<file path="src/rtl/seq_multiplier.sv">
// Sequential shift-add multiplier with valid/ready handshakes and run-time signed mode.
// Operates on magnitudes and applies the sign once at the end, so one WIDTH-bit adder suffices.
module seq_multiplier #(
  parameter int unsigned WIDTH = 16
) (
  input  logic               clk,
  input  logic               rst_n,
  input  logic               in_valid,
  output logic               in_ready,
  input  logic [WIDTH-1:0]   a,
  input  logic [WIDTH-1:0]   b,
  input  logic               signed_mode,
  output logic               out_valid,
  input  logic               out_ready,
  output logic [2*WIDTH-1:0] p,
  output logic               busy
);

  localparam int unsigned CntW = $clog2(WIDTH);
  localparam logic [CntW-1:0] LastCnt = CntW'(WIDTH - 1);

  typedef enum logic [1:0] {StIdle, StCalc, StFix, StDone} state_e;

  state_e               state_q, state_d;
  logic [WIDTH-1:0]     mcand_q, mcand_d;
  logic [WIDTH-1:0]     mplier_q, mplier_d;
  logic                 neg_q, neg_d;
  logic [2*WIDTH-1:0]   acc_q, acc_d;
  logic [CntW-1:0]      cnt_q, cnt_d;
  logic [2*WIDTH-1:0]   p_q, p_d;

  logic [WIDTH-1:0]     a_mag, b_mag;
  logic [WIDTH-1:0]     addend;
  logic [WIDTH:0]       sum;

  always_ff @(posedge clk or negedge rst_n) begin
    if (!rst_n) begin
      state_q  <= StIdle;
      mcand_q  <= '0;
      mplier_q <= '0;
      neg_q    <= 1'b0;
      acc_q    <= '0;
      cnt_q    <= '0;
      p_q      <= '0;
    end else begin
      state_q  <= state_d;
      mcand_q  <= mcand_d;
      mplier_q <= mplier_d;
      neg_q    <= neg_d;
      acc_q    <= acc_d;
      cnt_q    <= cnt_d;
      p_q      <= p_d;
    end
  end

  always_comb begin
    // Negating the most negative value wraps back to itself, which reads as 2^(WIDTH-1) unsigned.
    a_mag  = (signed_mode && a[WIDTH-1]) ? -a : a;
    b_mag  = (signed_mode && b[WIDTH-1]) ? -b : b;
    addend = mplier_q[0] ? mcand_q : '0;
    sum    = {1'b0, acc_q[2*WIDTH-1:WIDTH]} + {1'b0, addend};

    state_d  = state_q;
    mcand_d  = mcand_q;
    mplier_d = mplier_q;
    neg_d    = neg_q;
    acc_d    = acc_q;
    cnt_d    = cnt_q;
    p_d      = p_q;

    unique case (state_q)
      StIdle: begin
        if (in_valid) begin
          mcand_d  = a_mag;
          mplier_d = b_mag;
          neg_d    = signed_mode & (a[WIDTH-1] ^ b[WIDTH-1]);
          acc_d    = '0;
          cnt_d    = '0;
          state_d  = StCalc;
        end
      end
      StCalc: begin
        // Carry-out of the add lands in the top bit after the right shift.
        acc_d    = {sum, acc_q[WIDTH-1:1]};
        mplier_d = mplier_q >> 1;
        cnt_d    = cnt_q + CntW'(1);
        if (cnt_q == LastCnt) begin
          state_d = StFix;
        end
      end
      StFix: begin
        p_d     = neg_q ? -acc_q : acc_q;
        state_d = StDone;
      end
      StDone: begin
        if (out_ready) begin
          state_d = StIdle;
        end
      end
    endcase
  end

  assign in_ready  = (state_q == StIdle);
  assign out_valid = (state_q == StDone);
  assign busy      = (state_q == StCalc) || (state_q == StFix);
  assign p         = p_q;

endmodule

</file>
<file path="config.mk">
export PLATFORM = sky130hd
export DESIGN_NAME = seq_multiplier
export DESIGN_NICKNAME = d
export VERILOG_FILES = /design/src/rtl/seq_multiplier.sv
export SDC_FILE = /design/constraint.sdc
export NUM_CORES = 1
export LEC_CHECK = 0
export CAP_MARGIN = 20
export CORE_UTILIZATION = 43
export DETAILED_ROUTE_END_ITERATION = 8
export PLACE_DENSITY_LB_ADDON = 0.25
export SYNTH_ARGS = -nofsm -noshare
export SYNTH_HDL_FRONTEND = slang
export SYNTH_SLANG_ARGS = --single-unit
</file>
<file path="constraint.sdc">
create_clock -name clk -period 3.1 [get_ports clk]
set_input_delay 0.62 -clock clk [delete_from_list [all_inputs] [get_ports clk]]
set_output_delay 0.62 -clock clk [all_outputs]
set_load 0.02 [all_outputs]
</file>
---- Yosys cells after proc, flatten, opt, wreduce, memory -nomap -nowiden ----
Index checks and enable logic that the tools add are counted.
operators by class
  add/sub/neg operators ................... 5
  eq/ne operators ......................... 7
  multiplexer cells ....................... 14
  bitwise logic cells ..................... 2
  reductions and logical operators ........ 8
operator list
  cell                                                                    number
  16-bit 2-to-1 mux                                                       4
  32-bit 2-to-1 mux                                                       2
  32-bit case mux with 2 select lines                                     1
  16-bit negation                                                         2
  32-bit negation                                                         1
  16-bit case mux with 2 select lines                                     1
  16-bit by 16-bit adder with 17-bit output                               1
  2-bit case mux with 4 select lines                                      1
  4-bit case mux with 2 select lines                                      1
  2-bit 2-to-1 mux                                                        3
  4-bit by 1-bit adder with 4-bit output (second input constant)          1
  2-bit equality test (second input constant)                             2
  4-bit equality test (second input constant)                             1
  4-bit 2-to-1 mux                                                        1
  2-bit != test (second input constant)                                   2
  2-bit AND reduction                                                     2
  3-bit AND reduction                                                     1
  2-bit by 1-bit equality test with 1-bit output (second input constant)  1
  1-bit logical AND                                                       2
  2-bit zero test                                                         1
  2-bit by 1-bit != test with 1-bit output (second input constant)        1
  2-bit nonzero test                                                      1
  1-bit AND                                                               1
  1-bit logical OR                                                        1
  1-bit XOR                                                               1
word-level totals
  bits in registers ....................... 103
  bits of input ports ..................... 37
  output and inout bits ................... 35
  word-level logic and storage cells ...... 43

---- Longest topological paths before layout ----
  depth in word-level cells ............... 4
  depth in mapped cells ................... 11
  gate-level depth less buffers ........... 10

---- Worst setup path before layout ----
Ideal clock, no wire load.
  kind .................................... register to register
  start ................................... register mplier_q[0]
  end ..................................... register acc_q[27]
  library setup time ...................... 0.095 ns
  arrival ................................. 2.295 ns
  data required time ...................... 3.005 ns
  setup slack ............................. 0.710 ns
  stages on the path, launching flop included .. 12
  path buffers ............................ 1
  clock period less this slack ............ 2.390 ns
  cells stage by stage .................... dfrtp_1 -> clkbuf_1 -> and2_1 -> ha_1 -> inv_1 -> fa_1 -> nor2b_1 -> o31a_1 -> o2111ai_1 -> a21oi_1 -> nor3_1 -> o31ai_1
between the ends
  cells in the longest elaborated chain, start to end .. 3
ends and longest elaborated chain
  item                                       RTL line  text
  start: declaration                         26        logic [WIDTH-1:0] mplier_q, mplier_d;
  start signal: assignment                   48        mplier_q <= mplier_d;
  16-bit 2-to-1 mux                          60        addend = mplier_q[0] ? mcand_q : '0;
  16-bit by 16-bit adder with 17-bit output  61        sum = {1'b0, acc_q[2*WIDTH-1:WIDTH]} + {1'b0, addend};
  32-bit case mux with 2 select lines        71        unique case (state_q)
  end signal: assignment                     42        acc_q <= '0;
  end signal: assignment                     50        acc_q <= acc_d;
  end: declaration                           28        logic [2*WIDTH-1:0] acc_q, acc_d;
Every way passes these cells.
A chain may end at the register's enable or synchronous reset.

---- Worst setup path after layout ----
Same ends and word-level chain as after synthesis.

==> results <==
- The power density over cell area is between 900 and 1000 nW/um^2.
- The async set or reset register ratio after synthesis is 1.00.
- The class of the tightest hold or removal check is input port to async pin.
- The number of gates resized after CTS was 0.
- The run finished with clean final reports.
- The final count of pins violating max slew is 0.
- TritonCTS built the clock tree.
- After the last flow step, the layout net total stands at 776.
- In this run the static leakage power is ~3.2 nW.
- For this design the top-level I/O count stands at 72.
- The power share of the clock group is 0.148.
- The quantity of hold-fixing buffers added after cts is 0.
- In the post-synthesis netlist, the biggest area contributors are sky130_fd_sc_hd__dfrtp_1 43%, sky130_fd_sc_hd__xor2_1 6.8%, sky130_fd_sc_hd__o21ai_0 5.7%.
- The cell type of the slowest stage on the worst timing path is sky130_fd_sc_hd__dfrtp_1.
- Setup slack on the worst reg-to-reg path comes out at approximately 0.46 ns.
- In the routed layout, each cell is associated on average with a via count of between 5 and 6.
- The switching component of the power is ~3.1 mW.
- The leading register cell type out of synthesis is sky130_fd_sc_hd__dfrtp_1.
- The congestion estimate from routability-driven global placement came to around 0.86.
- The peak clock frequency supported by timing is about 380 MHz.
- The signal on the critical path passes through and2_1 > ha_1 > inv_1 > fa_1 > nor2b_1 > o31a_1 > o2111ai_1 > a21oi_1 > nor3_1 > o31ai_1.
- The routing usage on met2 is 0.320.
- After synthesis, the share of cell area in mux cells is 0.0126.
- During placement, the flow inserted port buffers numbering 71.
- The minimum period implied by the final worst setup slack is around 2.6 ns.
- By count the netlist is led by 103 x sky130_fd_sc_hd__dfrtp_1, 69 x sky130_fd_sc_hd__o21ai_0, 60 x sky130_fd_sc_hd__nand2_1, 57 x sky130_fd_sc_hd__a21oi_1, 53 x sky130_fd_sc_hd__nor2_1.
- The per-cell routed wire length is between 10 and 15 microns.
- Across every metal layer, demand over resource in global routing totals 0.192.
- From synthesis to final layout, the design area changed by 19.9%.
- The clock reaches the later pin of the worst-skew pair after between 0.3 and 0.4 ns.
- The number of buffers added for setup after CTS is 0.
- Of the total synthesized cell area, the portion taken by AND, OR, NAND and NOR gates is 0.158.
- The total wire length after detailed routing is about 13000 microns.
- Detailed routing inserted a total of 4904 vias.
- The critical path data required time is approximately 3.4 ns.
- The post-synthesis share of cell area spent on xor and xnor gates is 0.0914.
- The internal power consumption is between 4 and 5 mW.
- The setup-violating endpoint count in the final report is 0.
- The number of cells in the design after placement is around 880.
- The cell taking the most area after synthesis is sky130_fd_sc_hd__dfrtp_1.
- The total overflow left after global routing is 0.
- The reg-to-reg endpoint is acc_q[27].
- The post-route antenna net violation count is 0.
- Of the total power, combinational logic draws 0.519.
- The final number of hold-violating endpoints is 0.
- The global-route wire length before repair is about 23000 microns.
- The die span in y is 121 microns.
- Counting cells, the worst reg-to-reg path comes to 10.
- Clock tree synthesis selected as its root buffer the cell sky130_fd_sc_hd__clkbuf_16.
- The area of the die is about 15000 sq um.
- The cell count after synthesis is 654.
- The signal arrival time at the worst endpoint is 2.88 ns.
- The maximum buffer depth of the clock tree is 2.
- The top cell family by delay on the critical path is compound AO/OA/AOI/OAI gates.
- The cell area after technology mapping is between 6000 and 7000 sq um.
- The total of flip-flops plus latches after synthesis is ~100.
- Across the VDD grid, the largest voltage drop is 385 uV.
- The final sum of negative setup slack is 0 ns.
- The number of distinct library cell variants in the gate-level netlist after synthesis is between 50 and 60.
- STA classifies the critical path endpoint as a flop.
- The sort of element at the start of the critical path is a flop.
- Of the total synthesized cell area, the portion taken by full adders, half adders and majority gates is 0.0530.
- The post-synthesis average cell area is between 9 and 10 sq um.
- Counting the buffers created by CTS gives 9.
- The first-pass iteration count of the detailed router is 4.
- The initial utilization of the core area, before any placement, comes to 0.449.
- The chip width is approximately 120 microns.
- The tightest hold path in the finished design has a slack of 0.252 ns.
- The proportion of layout cells with a drive suffix above 1 is 0.0626.
- After detailed routing, the number of remaining DRC violations is 0.
- Of all nets on the critical path, the largest fanout is 18.
- After clock tree synthesis, the clock-pin slew on the worst setup and hold paths is roughly 0.08 ns.
- The switching power as a share of total power is 0.430.
- The count of flip-flops with a built-in enable after synthesis is 0.
- The largest family of logic cells by synthesized area is compound AO/OA/AOI/OAI gates.
- The number of buffers and inverters on the critical path is 1.
- By startpoint and endpoint, the worst setup path is classified as flop to flop.
- The worst-case clock skew is ~0.011 ns.
- The initial antenna violation count came to 0.
- For this run, global-route usage on met1 was measured as 0.260.
- In this run the tightest slew margin relative to its limit is 0.332.
- The total number of yosys warnings is 0.
- For met3 alone, demand over resource in global routing was 0.0297.
- The compound-gate portion of the synthesized area came to 0.227.
- The beginning of the worst register-to-register path is mplier_q[0].
- Setup repair after global routing left no endpoint under its margin.
- For this run, the register share of the synthesized area comes to 0.427.
- The H-tree level count is 3.
- On the worst path, the slowest cell contributes a delay of roughly 0.58 ns.
- Entering global routing, the biggest net connects 40 pins.
- The cell with the most instances after synthesis is sky130_fd_sc_hd__dfrtp_1.
- For this design, the sink count on the clock tree is 103.
- The actual slew at the worst max-slew pin is between 1 and 1.5 ns.
- The layer flagged by global routing as most heavily used is met2.
- The region available for standard cell placement spans 13500 sq um.
- Across the run, the number of max-cap violations was 0.
- The sequential share of power is 0.333.
- The net count of the mapped netlist is approximately 720.
- The row count is 42.
- The via count of the first global-routing pass is approximately 4800.
- The number of antenna diodes in the final layout is 0.
- The final HPWL from detailed placement is approximately 9900 microns.
- The share of synthesized area in the top cell type comes to 0.427.
- The non-filler instance count after layout is a little under 900.
- After the first detailed-routing iteration, the DRC count stood at between 200 and 300.
- The period utilization is 0.851.
layer usage:
metal / vias to the layer above / wire, microns
met5: - / 0
met4: 0 / 123
met3: 8 / 592
met2: 112 / 6190
met1: 2311 / 6200
li1: 2473 / -
logic make-up after synthesis:
logic type      after synthesis
xor+xnor                     63
simple gates                189
compound gates              218
fa+ha+maj                    25
flops                       103
mux                           7
buf+inv                      49
per-stage QoR:
step,cell area (sq um),setup WS (ns),power [mW],utilization
detailed placement,6960,0.207,6.20,0.518
floorplan,6040,0.710,4.95,-
global placement,6960,0.315,6.09,0.518
CTS,7240,0.452,7.30,0.538
finish,7240,0.463,7.24,0.538
global route,7240,0.167,7.85,0.538
registers in the layout, summed over array words and instances, names as in the netlist:
signal    flops
acc_q        32
cnt_q         4
mcand_q      16
mplier_q     16
neg_q         1
p            32
state_q       2
layout make-up:
class | instances | area [sq um]
clock inverters | 7 | 55.1
fillers | 1256 | 6210
flip-flops and latches | 103 | 2580
inverters | 15 | 56.3
clock buffers | 9 | 225
repair buffers | 83 | 836
well taps | 176 | 220
multi-input cells | 502 | 3270
how the worst max path moves through the flow:
stage / from / end / slack [ns] / depth (start not counted)
finish: mplier_q[0] / acc_q[27] / 0.46 / 10
global route: mplier_q[0] / acc_q[29] / 0.17 / 10
CTS: mplier_q[0] / acc_q[27] / 0.45 / 10
detailed placement: b[6] / mplier_q[13] / 0.21 / 7
global placement: b[6] / mplier_q[12] / 0.32 / 6
floorplan: mplier_q[0] / acc_q[27] / 0.71 / 11
layout by cell type (no fill, tap or decap), types with 9 or more instances in the layout:
master | netlist | layout
sky130_fd_sc_hd__dfrtp_1 | 103 | 103
sky130_fd_sc_hd__clkdlybuf4s50_1 | 0 | 70
sky130_fd_sc_hd__o21ai_0 | 69 | 69
sky130_fd_sc_hd__nand2_1 | 60 | 60
sky130_fd_sc_hd__a21oi_1 | 57 | 57
sky130_fd_sc_hd__nor2_1 | 53 | 53
sky130_fd_sc_hd__xor2_1 | 47 | 47
sky130_fd_sc_hd__ha_1 | 24 | 23
sky130_fd_sc_hd__o31ai_1 | 19 | 19
sky130_fd_sc_hd__and2_1 | 18 | 18
sky130_fd_sc_hd__xnor2_1 | 16 | 16
sky130_fd_sc_hd__a22o_1 | 15 | 15
sky130_fd_sc_hd__inv_1 | 14 | 14
sky130_fd_sc_hd__a21o_1 | 10 | 10
sky130_fd_sc_hd__buf_4 | 0 | 10
sky130_fd_sc_hd__nand3_1 | 9 | 9
sky130_fd_sc_hd__nor3_1 | 9 | 9
sky130_fd_sc_hd__clkbuf_16 | 0 | 9
power by group through the flow:
| stage | registers, mW | clock network (mW) | logic (mW) |
|---|---|---|---|
| after floorplan | 2.51 | 0 | 2.44 |
| after global placement | 2.40 | 0 | 3.68 |
| after detailed placement | 2.43 | 0 | 3.77 |
| after CTS | 2.41 | 1.10 | 3.78 |
| after global routing | 2.50 | 1.16 | 4.20 |
| final | 2.41 | 1.07 | 3.76 |
No activity file was read; power rests on OpenSTA's default activity.
